--- src/rtl/display_mux.sv ---
// rtl/display_mux.sv - time-multiplexed dual-digit nibble driver for seven_seg
//
// Alternates two hex digits onto one shared nibble bus and drives two
// active-low anode enables, with a blanking gap between digits to suppress
// ghosting. Frame order: SHOW0 -> BLANK0 -> SHOW1 -> BLANK1 -> SHOW0.
//
// Ports:
//   clk        system clock
//   reset      synchronous, active-low reset
//   digit0     digit for position 0 (asynchronous to clk)
//   digit1     digit for position 1 (asynchronous to clk)
//   digit_out  nibble to seven_seg.digit, loaded on SHOW entry only
//   an         active-low anode enables, an[0] -> position 0
//   frame_tick one-cycle pulse on the first cycle of each SHOW0 visit
module display_mux #(
  parameter int SHOW_CYCLES  = 23520,
  parameter int BLANK_CYCLES = 480
) (
  input  logic       clk,
  input  logic       reset,
  input  logic [3:0] digit0,
  input  logic [3:0] digit1,
  output logic [3:0] digit_out,
  output logic [1:0] an,
  output logic       frame_tick
);

  localparam int MAX_CYCLES = (SHOW_CYCLES > BLANK_CYCLES) ? SHOW_CYCLES : BLANK_CYCLES;
  // cnt only ever reaches MAX_CYCLES-1, so $clog2 of the dwell is enough.
  localparam int CNT_W = (MAX_CYCLES > 1) ? $clog2(MAX_CYCLES) : 1;

  localparam logic [CNT_W-1:0] SHOW_LAST  = CNT_W'(SHOW_CYCLES - 1);
  localparam logic [CNT_W-1:0] BLANK_LAST = CNT_W'(BLANK_CYCLES - 1);
  localparam logic [CNT_W-1:0] CNT_ONE    = CNT_W'(1);

  typedef enum logic [1:0] {
    SHOW0  = 2'd0,
    BLANK0 = 2'd1,
    SHOW1  = 2'd2,
    BLANK1 = 2'd3
  } state_t;

  state_t           state;
  state_t           state_nxt;
  logic [CNT_W-1:0] cnt;
  logic [CNT_W-1:0] cnt_nxt;
  logic [3:0]       digit_nxt;
  logic             tick_nxt;
  logic             dwell_done;

  logic [3:0] s0a;
  logic [3:0] s0b;
  logic [3:0] s1a;
  logic [3:0] s1b;

  always_ff @(posedge clk) begin
    if (!reset) begin
      state      <= BLANK1;
      cnt        <= '0;
      digit_out  <= 4'h0;
      frame_tick <= 1'b0;
      s0a        <= 4'h0;
      s0b        <= 4'h0;
      s1a        <= 4'h0;
      s1b        <= 4'h0;
    end else begin
      state      <= state_nxt;
      cnt        <= cnt_nxt;
      digit_out  <= digit_nxt;
      frame_tick <= tick_nxt;
      s0a        <= digit0;
      s0b        <= s0a;
      s1a        <= digit1;
      s1b        <= s1a;
    end
  end

  always_comb begin
    state_nxt = state;
    cnt_nxt   = cnt + CNT_ONE;
    digit_nxt = digit_out;
    tick_nxt  = 1'b0;

    if ((state == SHOW0) || (state == SHOW1)) begin
      dwell_done = (cnt == SHOW_LAST);
    end else begin
      dwell_done = (cnt == BLANK_LAST);
    end

    if (dwell_done) begin
      cnt_nxt = '0;
      case (state)
        SHOW0:   state_nxt = BLANK0;
        BLANK0: begin
          state_nxt = SHOW1;
          digit_nxt = s1b;
        end
        SHOW1:   state_nxt = BLANK1;
        default: begin
          // Leaving BLANK1 starts a new frame: load digit 0 and flag it.
          state_nxt = SHOW0;
          digit_nxt = s0b;
          tick_nxt  = 1'b1;
        end
      endcase
    end
  end

  // Decoded purely from the state register, so 2'b00 is unreachable.
  always_comb begin
    case (state)
      SHOW0:   an = 2'b10;
      SHOW1:   an = 2'b01;
      default: an = 2'b11;
    endcase
  end

endmodule
--- config.mk ---
export PLATFORM = sky130hd
export DESIGN_NAME = display_mux
export DESIGN_NICKNAME = d
export VERILOG_FILES = /design/src/rtl/display_mux.sv
export SDC_FILE = /design/constraint.sdc
export NUM_CORES = 1
export LEC_CHECK = 0
export ABC_CLOCK_PERIOD_IN_PS = 2500
export CORE_MARGIN = 4
export CORE_UTILIZATION = 58
export CTS_CLUSTER_SIZE = 40
export DETAILED_ROUTE_END_ITERATION = 12
export GPL_TIMING_DRIVEN = 1
export PLACE_DENSITY = 0.9
export SLEW_MARGIN = 30
export SYNTH_ARGS = -nofsm -noshare
export SYNTH_HDL_FRONTEND = slang
export SYNTH_SLANG_ARGS = --single-unit
--- constraint.sdc ---
create_clock -name clk -period 2.5 [get_ports clk]
set_input_delay 0.375 -clock clk [delete_from_list [all_inputs] [get_ports clk]]
set_output_delay 0.375 -clock clk [all_outputs]
set_load 0.01 [all_outputs]
======== Yosys cells after proc, flatten, opt, wreduce, memory -nomap -nowiden ========
Index checks and enable logic that the tools add are counted.
storage, ports and cells
  logic and storage cells ................. 27
  output and inout bits ................... 7
  input bits .............................. 10
  register bits ........................... 38
cells by class
  reductions and logical operators ........ 7
  $add $sub $neg .......................... 1
  muxes and demuxes ....................... 5
  equality and inequality tests ........... 4
  bitwise operators ....................... 2
operator list
  cell                                                   count
  adder 15 x 1 -> 15 bit (second input constant)         1
  equality test 15 bit (second input constant)           1
  equality test 15 x 9 -> 1 bit (second input constant)  1
  one-hot mux 4 bit (2 select lines)                     1
  one-hot mux 2 bit (3 select lines)                     1
  one-hot mux 2 bit (2 select lines)                     1
  AND reduction 2 bit                                    2
  OR reduction 2 bit                                     2
  OR reduction 3 bit                                     1
  equality test 2 x 1 -> 1 bit (second input constant)   1
  equality test 2 bit (second input constant)            1
  zero test 2 bit                                        1
  two-way mux 1 bit                                      2
  NOT 1 bit                                              2
  logical OR 1 bit                                       1

======== Logic depth before layout (Yosys ltp) ========
  word-level depth ........................ 4
  mapped depth ............................ 5

======== Worst setup path before layout ========
OpenSTA, ideal clock, no wires.
  path kind ............................... flip-flop to flip-flop
  from .................................... register cnt[0]
  to ...................................... register digit_out[0]
  library setup time ...................... 0.072 ns
  data arrival time ....................... 1.569 ns
  stages on the path, launching flop included .. 6
  path slack .............................. 0.860 ns
  clock period less this slack ............ 1.640 ns
  cells stage by stage .................... dfxtp_1 ha_1 nand4_2 or3_1 nor3_4 mux2i_1
between the ends
  longest elaborated chain between the ends .. 3
RTL lines
  what                                                                   line    RTL
  start, declared                                                        45      logic [CNT_W-1:0] cnt;
  start signal, assigned                                                 68      cnt <= cnt_nxt;
  equality test 15 x 9 -> 1 bit or equality test 15 bit (tied branches)  87, 85
  two-way mux 1 bit (*)                                                  84      if ((state == SHOW0) || (state == SHOW1)) begin
  AND reduction 2 bit (no line) (*)                                      n/a
  end signal, assigned                                                   69      digit_out <= digit_nxt;
  end, declared                                                          23      output logic [3:0] digit_out,
Mark *: on every way between the ends. The rest lies on a longest branch, timed or not.
A chain may end at the register's enable or synchronous reset.

======== Worst setup path after layout ========
  from .................................... register state[0]
  to ...................................... output an[0]
between the ends
  longest elaborated chain between the ends .. 2
RTL lines
  what                                                    line  RTL
  start, declared                                         43    state_t state;
  start signal, assigned                                  67    state <= state_nxt;
  equality test 2 bit or zero test 2 bit (tied branches)  111   case (state)
  one-hot mux 2 bit (2 select lines) (*)                  111
  end, declared                                           24    output logic [1:0] an,
Marked as above.

==> impl_metrics.json <==
{
  "outcome": "finished clean",
  "yosys-top-cells-area": "dfxtp_1, and2_1, ha_1",
  "dieArea_sq_um": 3580,
  "grt_pass1_wl_um": 4630,
  "yosys.area.top_type": "dfxtp_1",
  "worst_slew_pin_slew_ns": 0.572,
  "avgViaCountPerCell": 5.18,
  "fmax_mhz": 483,
  "core_sq_um": 2520,
  "drive_above_1_share": 0.110,
  "clock_path_buffers": 2,
  "cap_violations": 0,
  "p_int_mw": 0.960,
  "tns_ns": 0,
  "synth_seq_area_share": 0.488,
  "start_util": 0.618,
  "antenna_found_initial": 0,
  "grt_pass1_vias": 1062,
  "cp.required_ns": 2.12,
  "switching_share": 0.194,
  "rows": 18,
  "yosys.area.top_type_share": 0.488,
  "vias": 1052,
  "hp-class": "flip-flop to flip-flop",
  "synth_area_sq_um": 1560,
  "p_comb_frac": 0.038,
  "remaining_drc_errors": 0,
  "cts_buffers": 5,
  "tritoncts": "yes",
  "peakVddDrop_mv": 0.634,
  "cp_max_fo": 5,
  "nFillCells": 180,
  "drtPass1Iterations": 4,
  "start_kind": "flip-flop",
  "num_io_pins": 17,
  "grt_max_degree": 20,
  "synth_cells": 153,
  "min_period_ns": 2.07,
  "cts_resized": 0,
  "path_class": "flip-flop to output pin",
  "n_antenna_cell": 0,
  "placed_cell_area_sq_um": 1740,
  "ant_nets": 0,
  "switchingPower_mw": 0.231,
  "yosys_register_bits": 38,
  "wirelength_um": 2700,
  "place_congestion": 0.790,
  "slew_headroom": 0.608,
  "final-hold-violation-count": 0,
  "arrival_ns": 1.70,
  "syn_to_final_growth_pct": 18.2,
  "nets": 189,
  "cts.sinks": 38,
  "postCtsSetupRepairBufs": 0,
  "wl_per_cell_um": 13.3,
  "grt_setup_unrepaired": "no",
  "layout.cells.non_filler": 203,
  "crit_path_end_kind": "output pin",
  "synth_nets": 170,
  "cts-root-buf": "clkbuf_4",
  "syn_avg_cell_area_sq_um": 10.2,
  "synth_cell_types": 30,
  "final_area_sq_um": 1840,
  "powerDensity_nw_per_um2": 647,
  "port_buffers": 16,
  "finalCritPeriodShare": 0.828,
  "clkPwrFrac": 0.434,
  "yosys_warnings": 0,
  "finalSetupViolCount": 0,
  "path_clk_slew_ns": 0.12,
  "drv_slew": 0,
  "placedCellCount": 195,
  "place_hpwl_um": 2010,
  "dr.first_iter.drc_count": 19,
  "die_height_um": 59.8,
  "htreeDepth": 2,
  "die_width_um": 59.8,
  "ctsHoldBuffers": 0,
  "p_leak_nw": 0.704,
  "insertion_delay_ns": 0.34,
  "grt_usage": 0.177,
  "fin_skew_ns": 0.0108,
  "p_seq_frac": 0.528,
  "grt-ovfl-total": 0
}
-- cell type report --
type	count	area [sq um]	share of cell area
inverters	6	22.5	0.0122
well taps	30	37.5	0.0204
clock buffers	5	37.5	0.0204
clock inverters	3	68.8	0.0374
repair buffers	17	168	0.0910
flip-flops and latches	38	761	0.413
multi-input cells	104	747	0.406
-- cells by family after synthesis --
| logic type | Yosys count | share of synthesized area |
|---|---|---|
| compound gates | 2 | 0.0193 |
| flops | 38 | 0.488 |
| xor+xnor | 13 | 0.0731 |
| mux | 10 | 0.0675 |
| fa+ha+maj | 7 | 0.0562 |
| simple gates | 72 | 0.263 |
| buf+inv | 11 | 0.0321 |
-- layer usage --
layer  GRT usage  vias up  wire length, um
li1            -      552                -
met1       0.194      473             1150
met2       0.301       22             1380
met3      0.0734        5              140
met4      0.0728        0               36
met5           0        -                0
-- power groups by stage --
stage / Sequential, mW / Combinational [mW] / Clock, mW
2_1_floorplan: 0.641 / 0.0274 / 0
3_3_place_gp: 0.642 / 0.0428 / 0
3_5_place_dp: 0.643 / 0.0457 / 0
4_1_cts: 0.629 / 0.0461 / 0.528
5_1_grt: 0.631 / 0.0527 / 0.556
6_report: 0.629 / 0.0457 / 0.517
-- metrics by stage --
stage / setup WS [ns] / utilization / total power [mW] / hold WS, ns
6_report: 0.430 / 0.730 / 1.19 / 0.447
5_1_grt: 0.295 / 0.730 / 1.24 / 0.462
4_1_cts: 0.392 / 0.730 / 1.20 / 0.443
3_5_place_dp: 0.636 / 0.688 / 0.689 / 0.421
3_3_place_gp: 0.720 / 0.688 / 0.685 / 0.416
2_1_floorplan: 0.860 / - / 0.668 / 0.412
-- state kept, by name, summed over array words and instances (netlist names) --
name        cells
s0a             4
frame_tick      1
state           2
cnt            15
digit_out       4
s0b             4
s1b             4
s1a             4
-- worst max-delay path, cell delays in order, from the launching register on --
cell             delay, ns
dfxtp_1               0.43
inv_1                 0.14
ha_1                  0.22
inv_1                 0.05
clkdlybuf4s50_1       0.52
-- cells in the mapped netlist (all sizes together) --
master / count
and2: 17
nand3: 5
or4: 1
xnor2: 10
dfxtp: 38
nand2: 13
mux2: 4
and4b: 1
and4: 1
nor2b: 2
mux2i: 6
and3: 2
a2bb2oi: 1
or3: 1
o31ai: 1
nand4: 5
nor3: 4
xor2: 3
ha: 7
nor4b: 1
nor4: 4
nor2: 15
buf: 2
clkbuf: 3
inv: 6
-- path summary, 6_finish.rpt --
kind / start / to / slack (ns) / depth (start not counted)
setup reg to reg: cnt[7] / cnt[2] / 0.58 / 4
hold / removal: s0a[2] / s0b[2] / 0.45 / 1
hold reg to reg: s0a[2] / s0b[2] / 0.45 / 1
setup / recovery: state[0] / an[0] / 0.43 / 4
-- placed cells by master, fill, tap and decap left out, drive strengths merged --
cell type      count
nand4              5
nand2             13
a2bb2oi            1
dfxtp             38
nor2              15
and2              17
inv                6
nor4b              1
mux2i              6
buf                1
clkinv             1
and4b              1
and4               1
nor3               4
o31ai              1
nor2b              2
and3               2
nand3              5
clkbuf             5
xor2               3
bufinv             2
xnor2             10
or4                1
mux2               4
clkdlybuf4s50     16
or3                1
ha                 7
nor4               4
Power figures use the tool's default switching activity.
